`config.mk`:
```
export PLATFORM = sky130hd
export DESIGN_NAME = rr_mux_arbiter
export DESIGN_NICKNAME = d
export VERILOG_FILES = /design/src/rtl/rr_mux_arbiter.sv
export SDC_FILE = /design/constraint.sdc
export NUM_CORES = 1
export LEC_CHECK = 0
export CAP_MARGIN = 20
export CORE_MARGIN = 2
export CORE_UTILIZATION = 35
export DETAILED_ROUTE_END_ITERATION = 7
export HOLD_SLACK_MARGIN = 0.15
export MAX_ROUTING_LAYER = met4
export PLACE_DENSITY = 0.82
export SYNTH_ARGS = -nofsm -noshare
export SYNTH_HDL_FRONTEND = slang
export SYNTH_HIERARCHICAL = 1
export SYNTH_SLANG_ARGS = --single-unit
```
`constraint.sdc`:
```
create_clock -name CLK -period 2.59 [get_ports CLK]
set_input_delay 0.518 -clock CLK [delete_from_list [all_inputs] [get_ports CLK]]
set_output_delay 0.518 -clock CLK [all_outputs]
set_load 0.02 [all_outputs]
```
`src/rtl/rr_mux_arbiter.sv`:
```
`default_nettype none
// ============================================================================
// Module   : rr_mux_arbiter (with helper parametric_mux)
// Purpose  : Round-robin, packet-locked arbiter sharing one valid/ready bus
//            among NUM_INPUTS requesters. Define ARB_TIMEOUT_EN for stall revoke.
// Revision : 1.0 - initial release
// ============================================================================

module parametric_mux #(
    parameter int DATA_WIDTH = 16,
    parameter int NUM_INPUTS = 8,
    parameter int SEL_WIDTH  = 3
) (
    input  logic [DATA_WIDTH-1:0] i_data [NUM_INPUTS],
    input  logic [SEL_WIDTH-1:0]  i_sel,
    output logic [DATA_WIDTH-1:0] o_data
);
    always_comb begin
        o_data = '0;
        for (int i = 0; i < NUM_INPUTS; i++) begin
            if (i_sel == SEL_WIDTH'(i)) o_data = i_data[i];
        end
    end
endmodule

module rr_mux_arbiter #(
    parameter int DATA_WIDTH     = 16,
    parameter int NUM_INPUTS     = 8,
    parameter int TIMEOUT_CYCLES = 16
) (
    input  logic                          CLK,
    input  logic                          RST,
    input  logic [DATA_WIDTH-1:0]         BUS_IN [NUM_INPUTS],
    input  logic [NUM_INPUTS-1:0]         VALID_IN,
    input  logic [NUM_INPUTS-1:0]         LAST_IN,
    output logic [NUM_INPUTS-1:0]         READY_OUT,
    output logic [DATA_WIDTH-1:0]         BUS_OUT,
    output logic                          VALID_OUT,
    output logic                          LAST_OUT,
    input  logic                          READY_IN,
    output logic [$clog2(NUM_INPUTS)-1:0] SEL_OUT,
`ifdef ARB_TIMEOUT_EN
    output logic                          TIMEOUT_OUT,
`endif
    output logic                          GRANT_ACTIVE_OUT
);
    localparam int c_sel_w = $clog2(NUM_INPUTS);

    if (NUM_INPUTS < 2 || TIMEOUT_CYCLES < 1) begin : g_param_check
        $error("rr_mux_arbiter: NUM_INPUTS must be >= 2 and TIMEOUT_CYCLES >= 1");
    end

    typedef enum logic [0:0] {
        ST_IDLE  = 1'b0,
        ST_GRANT = 1'b1
    } state_t;

    state_t               r_state;
    logic [c_sel_w-1:0]   r_sel;
    logic [c_sel_w-1:0]   r_ptr;
    logic [c_sel_w-1:0]   w_hi;
    logic [c_sel_w-1:0]   w_lo;
    logic                 w_found_hi;
    logic [c_sel_w-1:0]   w_next_sel;
    logic [c_sel_w-1:0]   w_ptr_inc;
    logic                 w_grant;
    logic                 w_valid_sel;
    logic                 w_last_sel;
    logic                 w_end_pkt;
    logic [DATA_WIDTH-1:0] w_mux_data;

    // Nearest valid requester at or above the pointer wins; otherwise wrap to the lowest.
    always_comb begin
        w_hi       = '0;
        w_lo       = '0;
        w_found_hi = 1'b0;
        for (int j = NUM_INPUTS - 1; j >= 0; j--) begin
            if (VALID_IN[j]) begin
                w_lo = c_sel_w'(j);
                if (c_sel_w'(j) >= r_ptr) begin
                    w_hi       = c_sel_w'(j);
                    w_found_hi = 1'b1;
                end
            end
        end
        w_next_sel = w_found_hi ? w_hi : w_lo;
    end

    assign w_ptr_inc = (r_sel == c_sel_w'(NUM_INPUTS - 1)) ? '0 : r_sel + 1'b1;
    // Reset kills the grant combinationally so outputs drop in the reset cycle itself.
    assign w_grant   = (r_state == ST_GRANT) && !RST;

    always_comb begin
        w_valid_sel = 1'b0;
        w_last_sel  = 1'b0;
        READY_OUT   = '0;
        for (int j = 0; j < NUM_INPUTS; j++) begin
            if (r_sel == c_sel_w'(j)) begin
                w_valid_sel  = VALID_IN[j];
                w_last_sel   = LAST_IN[j];
                READY_OUT[j] = w_grant & READY_IN;
            end
        end
    end

    parametric_mux #(
        .DATA_WIDTH (DATA_WIDTH),
        .NUM_INPUTS (NUM_INPUTS),
        .SEL_WIDTH  (c_sel_w)
    ) u_mux (
        .i_data (BUS_IN),
        .i_sel  (r_sel),
        .o_data (w_mux_data)
    );

    assign BUS_OUT          = w_grant ? w_mux_data : '0;
    assign VALID_OUT        = w_grant & w_valid_sel;
    assign LAST_OUT         = w_grant & w_last_sel;
    assign GRANT_ACTIVE_OUT = w_grant;
    assign SEL_OUT          = r_sel;
    assign w_end_pkt        = w_valid_sel & READY_IN & w_last_sel;

`ifdef ARB_TIMEOUT_EN
    localparam int c_cnt_w = $clog2(TIMEOUT_CYCLES + 1);
    logic [c_cnt_w-1:0] r_stall;
    logic               r_timeout;
    assign TIMEOUT_OUT = r_timeout;
`endif

    always_ff @(posedge CLK) begin
        if (RST) begin
            r_state <= ST_IDLE;
            r_sel   <= '0;
            r_ptr   <= '0;
`ifdef ARB_TIMEOUT_EN
            r_stall   <= '0;
            r_timeout <= 1'b0;
`endif
        end else begin
`ifdef ARB_TIMEOUT_EN
            r_timeout <= 1'b0;
`endif
            case (r_state)
                ST_IDLE: begin
                    if (|VALID_IN) begin
                        r_sel   <= w_next_sel;
                        r_state <= ST_GRANT;
                    end
                end
                ST_GRANT: begin
                    if (w_end_pkt) begin
                        r_state <= ST_IDLE;
                        r_ptr   <= w_ptr_inc;
`ifdef ARB_TIMEOUT_EN
                        r_stall <= '0;
                    end else if (w_valid_sel) begin
                        r_stall <= '0;
                    end else if (r_stall == c_cnt_w'(TIMEOUT_CYCLES - 1)) begin
                        r_state   <= ST_IDLE;
                        r_ptr     <= w_ptr_inc;
                        r_timeout <= 1'b1;
                        r_stall   <= '0;
                    end else begin
                        r_stall <= r_stall + 1'b1;
`endif
                    end
                end
            endcase
        end
    end
endmodule

`default_nettype wire
```
# Word-level counts from Yosys, hierarchy flattened
# Cells that the tools add are included.
# classes
n_mux	78
bitwise_logic	6
magnitude_cmp	8
div_mod_pow	0
n_eq_ne	7
n_reduce_logical	6
shifts	0
multipliers	0
add_sub_neg	1
# op_table
op	count
$mux 16	9
$mux 3	26
$mux 1	42
$eq 3x3->1 const B	4
$ge 3x3->1 const A	4
$reduce_or 8->1	1
$eq 3x2->1 const B	2
$ge 1x3->1 const A	2
$ge 2x3->1 const A	2
$and 1x1->1	5
$reduce_and 2->1	2
$add 3x1->3 const B	1
$eq 3x1->1 const B	1
$logic_not 3->1	1
$pmux 1 s2	1
$logic_and 1x1->1	1
$logic_not 1->1	1
$not 1->1	1
# totals
out_inout_bits	30
memories	0
ff_bits	7
latchBits	0
mem_bits_rw	0
mem_bits_ro	0
input_bits	147
elab_cells	109

# Longest topological paths before layout
# logic_depth
depth_word	18
depth_mapped	9
depth_no_buf	8

# Cells and area by module
# The synthesis kept the hierarchy.
# by_module_without_submodules
mod	cells_each	seq_area_each_um2	area_each_um2	n_inst
parametric_mux	189	0.0	1362.6	1
rr_mux_arbiter	145	140.1	1018.5	1

# Least setup slack after synthesis
# No wires, ideal clock.
# synth_path
path_kind	register to output
from	register r_sel[2] (netlist: SEL_OUT[2])
to	output port VALID_OUT
t_arrival_ns	2.135
slack_ns	-0.063
path_stages_with_launch	7
path_buffers	1
cell_sequence	dfxtp_1 buf_4 inv_1 ha_1 a2111oi_4 o221ai_2 a21boi_0
# synth_via
elab_chain_len	10
word_cells_on_any_way	17
# synth_lines
element	line	source
start, declared	59	logic [c_sel_w-1:0] r_sel;
start signal, assigned	146	r_sel <= w_next_sel;
$logic_not 3->1	98	if (r_sel == c_sel_w'(j)) begin
$mux 1 (7 in a row)	98	
$mux 1 *	98	
$and 1x1->1 *	117	assign VALID_OUT = w_grant & w_valid_sel;
end, declared	38	output logic VALID_OUT,
# Mark *: on every way between the ends. The rest lies on a longest branch, timed or not.

# Worst setup path after layout
# layout_path
from	input port BUS_IN[82] (netlist name)
to	output port BUS_OUT[2]
# layout_via
elab_chain_len	7
# layout_lines
element	line	source
start, declared	33	input logic [DATA_WIDTH-1:0] BUS_IN [NUM_INPUTS],
$mux 16 (6 in a row)	21	if (i_sel == SEL_WIDTH'(i)) o_data = i_data[i];
named net w_mux_data[2]	70	logic [DATA_WIDTH-1:0] w_mux_data;
$mux 16	116	assign BUS_OUT = w_grant ? w_mux_data : '0;
end, declared	37	output logic [DATA_WIDTH-1:0] BUS_OUT,
# The timed path passes the listed nets, and every way through them passes these cells.

==> impl_metrics.tcl <==
set metrics [dict create \
    antenna_cells 0 \
    cts_buffers 3 \
    dp_hpwl_um 8420 \
    die_area_sq_um 7480 \
    met3_usage_pct 4.76 \
    path_buf_inv 2 \
    cp_cell_sequence "clkdlybuf4s50_1, mux2i_1, or2_1, a21oi_1, o31a_1, and2_1, dlygate4sd2_1" \
    yosysWarnings 6 \
    fill_cells 580 \
    ys_seq_area_share_pct 5.89 \
    worstPathMaxFanout 2 \
    netlist_instances 334 \
    num_rows 30 \
    hold_viol 0 \
    die_h_um 86.5 \
    pre_cts_ws_ps -329 \
    critical_path_class "input port to output port" \
    first_iter_violations 181 \
    rsz0062_at_grt "true" \
    synth-edff-count 0 \
    synth-compound-area-share_pct 39.9 \
    grt-busiest-layer "met2" \
    fin_nets 684 \
    synth_top_family_by_area "compound AO/OA/AOI/OAI gates" \
    end_kind "output port" \
    grt_start_max_net_pins 24 \
    crit_arrival_ps 2020 \
    grt.met2_usage_pct 47.0 \
    synth_flop_cell "dfxtp_1" \
    insertion_delay_ps 230 \
    vdd_drop_max_v 0.000130 \
    start_util_pct 35.6 \
    clockRootBuffer "clkbuf_8" \
    ys_top_cells_by_area "mux2i_1 (14%), a21oi_1 (8.2%), nand2_1 (7.4%), a221oi_2 (6.3%), dfxtp_1 (5.9%)" \
    die_w_um 86.5 \
    final-max-slew-violation-count 0 \
    cts_sinks 7 \
    p_per_area_nw_per_um2 238 \
    core_area_sq_um 6680 \
    cts.reportedPaths.clkPinSlew_ps 50 \
    worstMarginPinSlew_ps 340 \
    fin_skew_ps 4.78 \
    worst_slack_ps 56.7 \
    clockBufferDepth 2 \
    gp_congestion 0.897 \
    synth_top_area_share_pct 13.9 \
    async_flop_share_pct 0 \
    synth_commonest_cells "nand2_1 (47), a21oi_1 (39), mux2i_1 (33)" \
    crit_path_max_incr_delay_ps 500 \
    h-tree-depth 1 \
    period_share_pct 97.8 \
    min_period_ps 2530 \
    area_growth_pct 88.6 \
    wl_per_cell_um 17.4 \
    synth_xor_area_share_pct 0 \
    status "finished clean" \
    synthDistinctLibCells 49 \
    critical-path-top-delay-family "buffers and inverters" \
    fmax_mhz 395 \
    setup-tns-final_ps 0 \
    antenna_found_initial 0 \
    synth_top_area_cell "mux2i_1" \
    firstDrtPassIters 5 \
    routed_wl_um 10600 \
    via_count 3330 \
    via_per_inst 5.46 \
    power.leakage_nw 1.68 \
    drive_above_1_share_pct 17.5 \
    io_pins 177 \
    cts_tree "built" \
    ant_nets 0 \
    hold_ws_ps 579 \
    yosys.area_share.simple_pct 27.7 \
    setup_viol 0 \
    track_usage_pct 27.1 \
    overflow 0 \
    crit_slowest_cell "clkdlybuf4s50_1" \
    hold_class "flop to flop" \
    grt_pass1_vias 3257 \
    r2r_setup_slack_ps 360 \
    synth_area_sq_um 2380 \
    synthAdderAreaFrac_pct 3.15 \
    use_met1_pct 33.1 \
    drc 0 \
    grt_pass1_wl_um 16100 \
    cap_violations 0 \
    synth_seq_cells 7 \
    syn_area_per_cell_sq_um 7.13 \
    synth_fp_nets 487 \
    port_buffers 176 \
    max_slew_margin_pct 77.3 \
    cp.required_ps 2070 \
    startpoint_type "input port" \
    synth.most_common_cell "nand2_1" \
    synthMuxAreaShare_pct 13.9 \
]
-- cell type report --
type                            instances  area [sq um]  share of cell area (%)
Inverter                                7          26.3                   0.585
Sequential cell                         7           144                    3.20
Tap cell                               80           100                    2.23
Clock buffer                            3          41.3                   0.919
Multi-Input combinational cell        291          2050                    45.7
Clock inverter                          1          5.00                   0.111
Timing Repair Buffer                  221          2120                    47.3
-- per-layer routing --
| metal | vias to the layer above | part of all wire (%) | routed length [um] |
|---|---|---|---|
| li1 | 1637 | - | - |
| met1 | 1554 | 42 | 4430 |
| met2 | 127 | 49 | 5220 |
| met3 | 12 | 7.8 | 833 |
| met4 | 0 | 1.3 | 143 |
| met5 | - | 0 | 0 |
-- registers in the layout, summed over array words and instances, names as in the netlist --
register,count
SEL_OUT,3
r_ptr,3
r_state,1
-- cells by family after synthesis --
logic type | Yosys count
AND/OR/NAND/NOR | 128
AO/OA/AOI/OAI | 124
buffers and inverters | 36
multiplexers | 33
flip-flops | 7
adder cells (fa/ha/maj) | 6
-- final timing paths --
kind | from | end | cells after the start
setup / recovery | BUS_IN[82] | BUS_OUT[2] | 7
hold reg to reg | r_state$_SDFF_PP0_ | r_state$_SDFF_PP0_ | 2
hold / removal | r_state$_SDFF_PP0_ | r_state$_SDFF_PP0_ | 2
setup reg to reg | SEL_OUT[1]$_SDFFE_PP0P_ | r_ptr[1]$_SDFFE_PP0P_ | 9
-- placed cells by master (no fill, tap or decap), types with 3 or more instances in the layout --
cell / Yosys / routed
dfxtp_1: 7 / 4
a2bb2oi_1: 3 / 3
a21oi_1: 39 / 39
nor2b_4: 2 / 3
nor2b_1: 9 / 8
o211ai_1: 5 / 5
buf_6: 6 / 3
or2_1: 3 / 4
a221oi_1: 4 / 3
nor2_1: 17 / 17
o31a_1: 15 / 15
or2_2: 3 / 3
clkdlybuf4s50_1: 0 / 150
dlygate4sd2_1: 0 / 12
or2_0: 10 / 9
nand2_1: 47 / 47
buf_12: 0 / 5
clkbuf_2: 0 / 12
nand3_1: 4 / 4
inv_1: 7 / 7
clkbuf_8: 0 / 3
a22oi_1: 15 / 15
nand3b_1: 3 / 3
a221oi_2: 10 / 11
o21ai_0: 15 / 15
mux2i_1: 33 / 33
buf_4: 5 / 36
ha_2: 0 / 4
and2_1: 17 / 17
dfxtp_2: 0 / 3
nor3b_1: 4 / 4
-- timing repair --
| action | 4_1_cts | 5_1_grt |
|---|---|---|
| resized for setup | 38 | 37 |
| pin swaps | 0 | 2 |
| cloned | 1 | 0 |
| buffers inserted | 4 | 0 |
| endpoints found under the setup margin | 27 | 24 |
| hold buffers | 0 | 0 |
-- power by group --
group / internal, mW / total (mW) / switching (mW) / leakage [nW]
sequential: 0.115 / 0.125 / 0.0101 / 0.0585
combinational: 0.468 / 0.789 / 0.321 / 1.60
clock: 0.104 / 0.154 / 0.0498 / 0.0255
-- through the flow --
step	total power, mW	instances	instance area (sq um)	utilization [%]
floorplan	0.498	334	2380	-
global placement	0.879	601	4370	65.4
detailed placement	0.891	601	4370	65.4
CTS	1.05	610	4500	67.3
global route	1.13	610	4490	67.2
finish	1.07	610	4490	67.2
-- worst reg2reg max path, cell delays in order, from the launching register on --
cell	delay (ps)
dfxtp_2	370
inv_1	80
ha_2	240
nand3b_1	230
a2111oi_4	390
o221ai_2	150
buf_4	160
a22oi_4	250
mux2i_1	220
nor2_1	50
(Power assumes the default switching activity.)
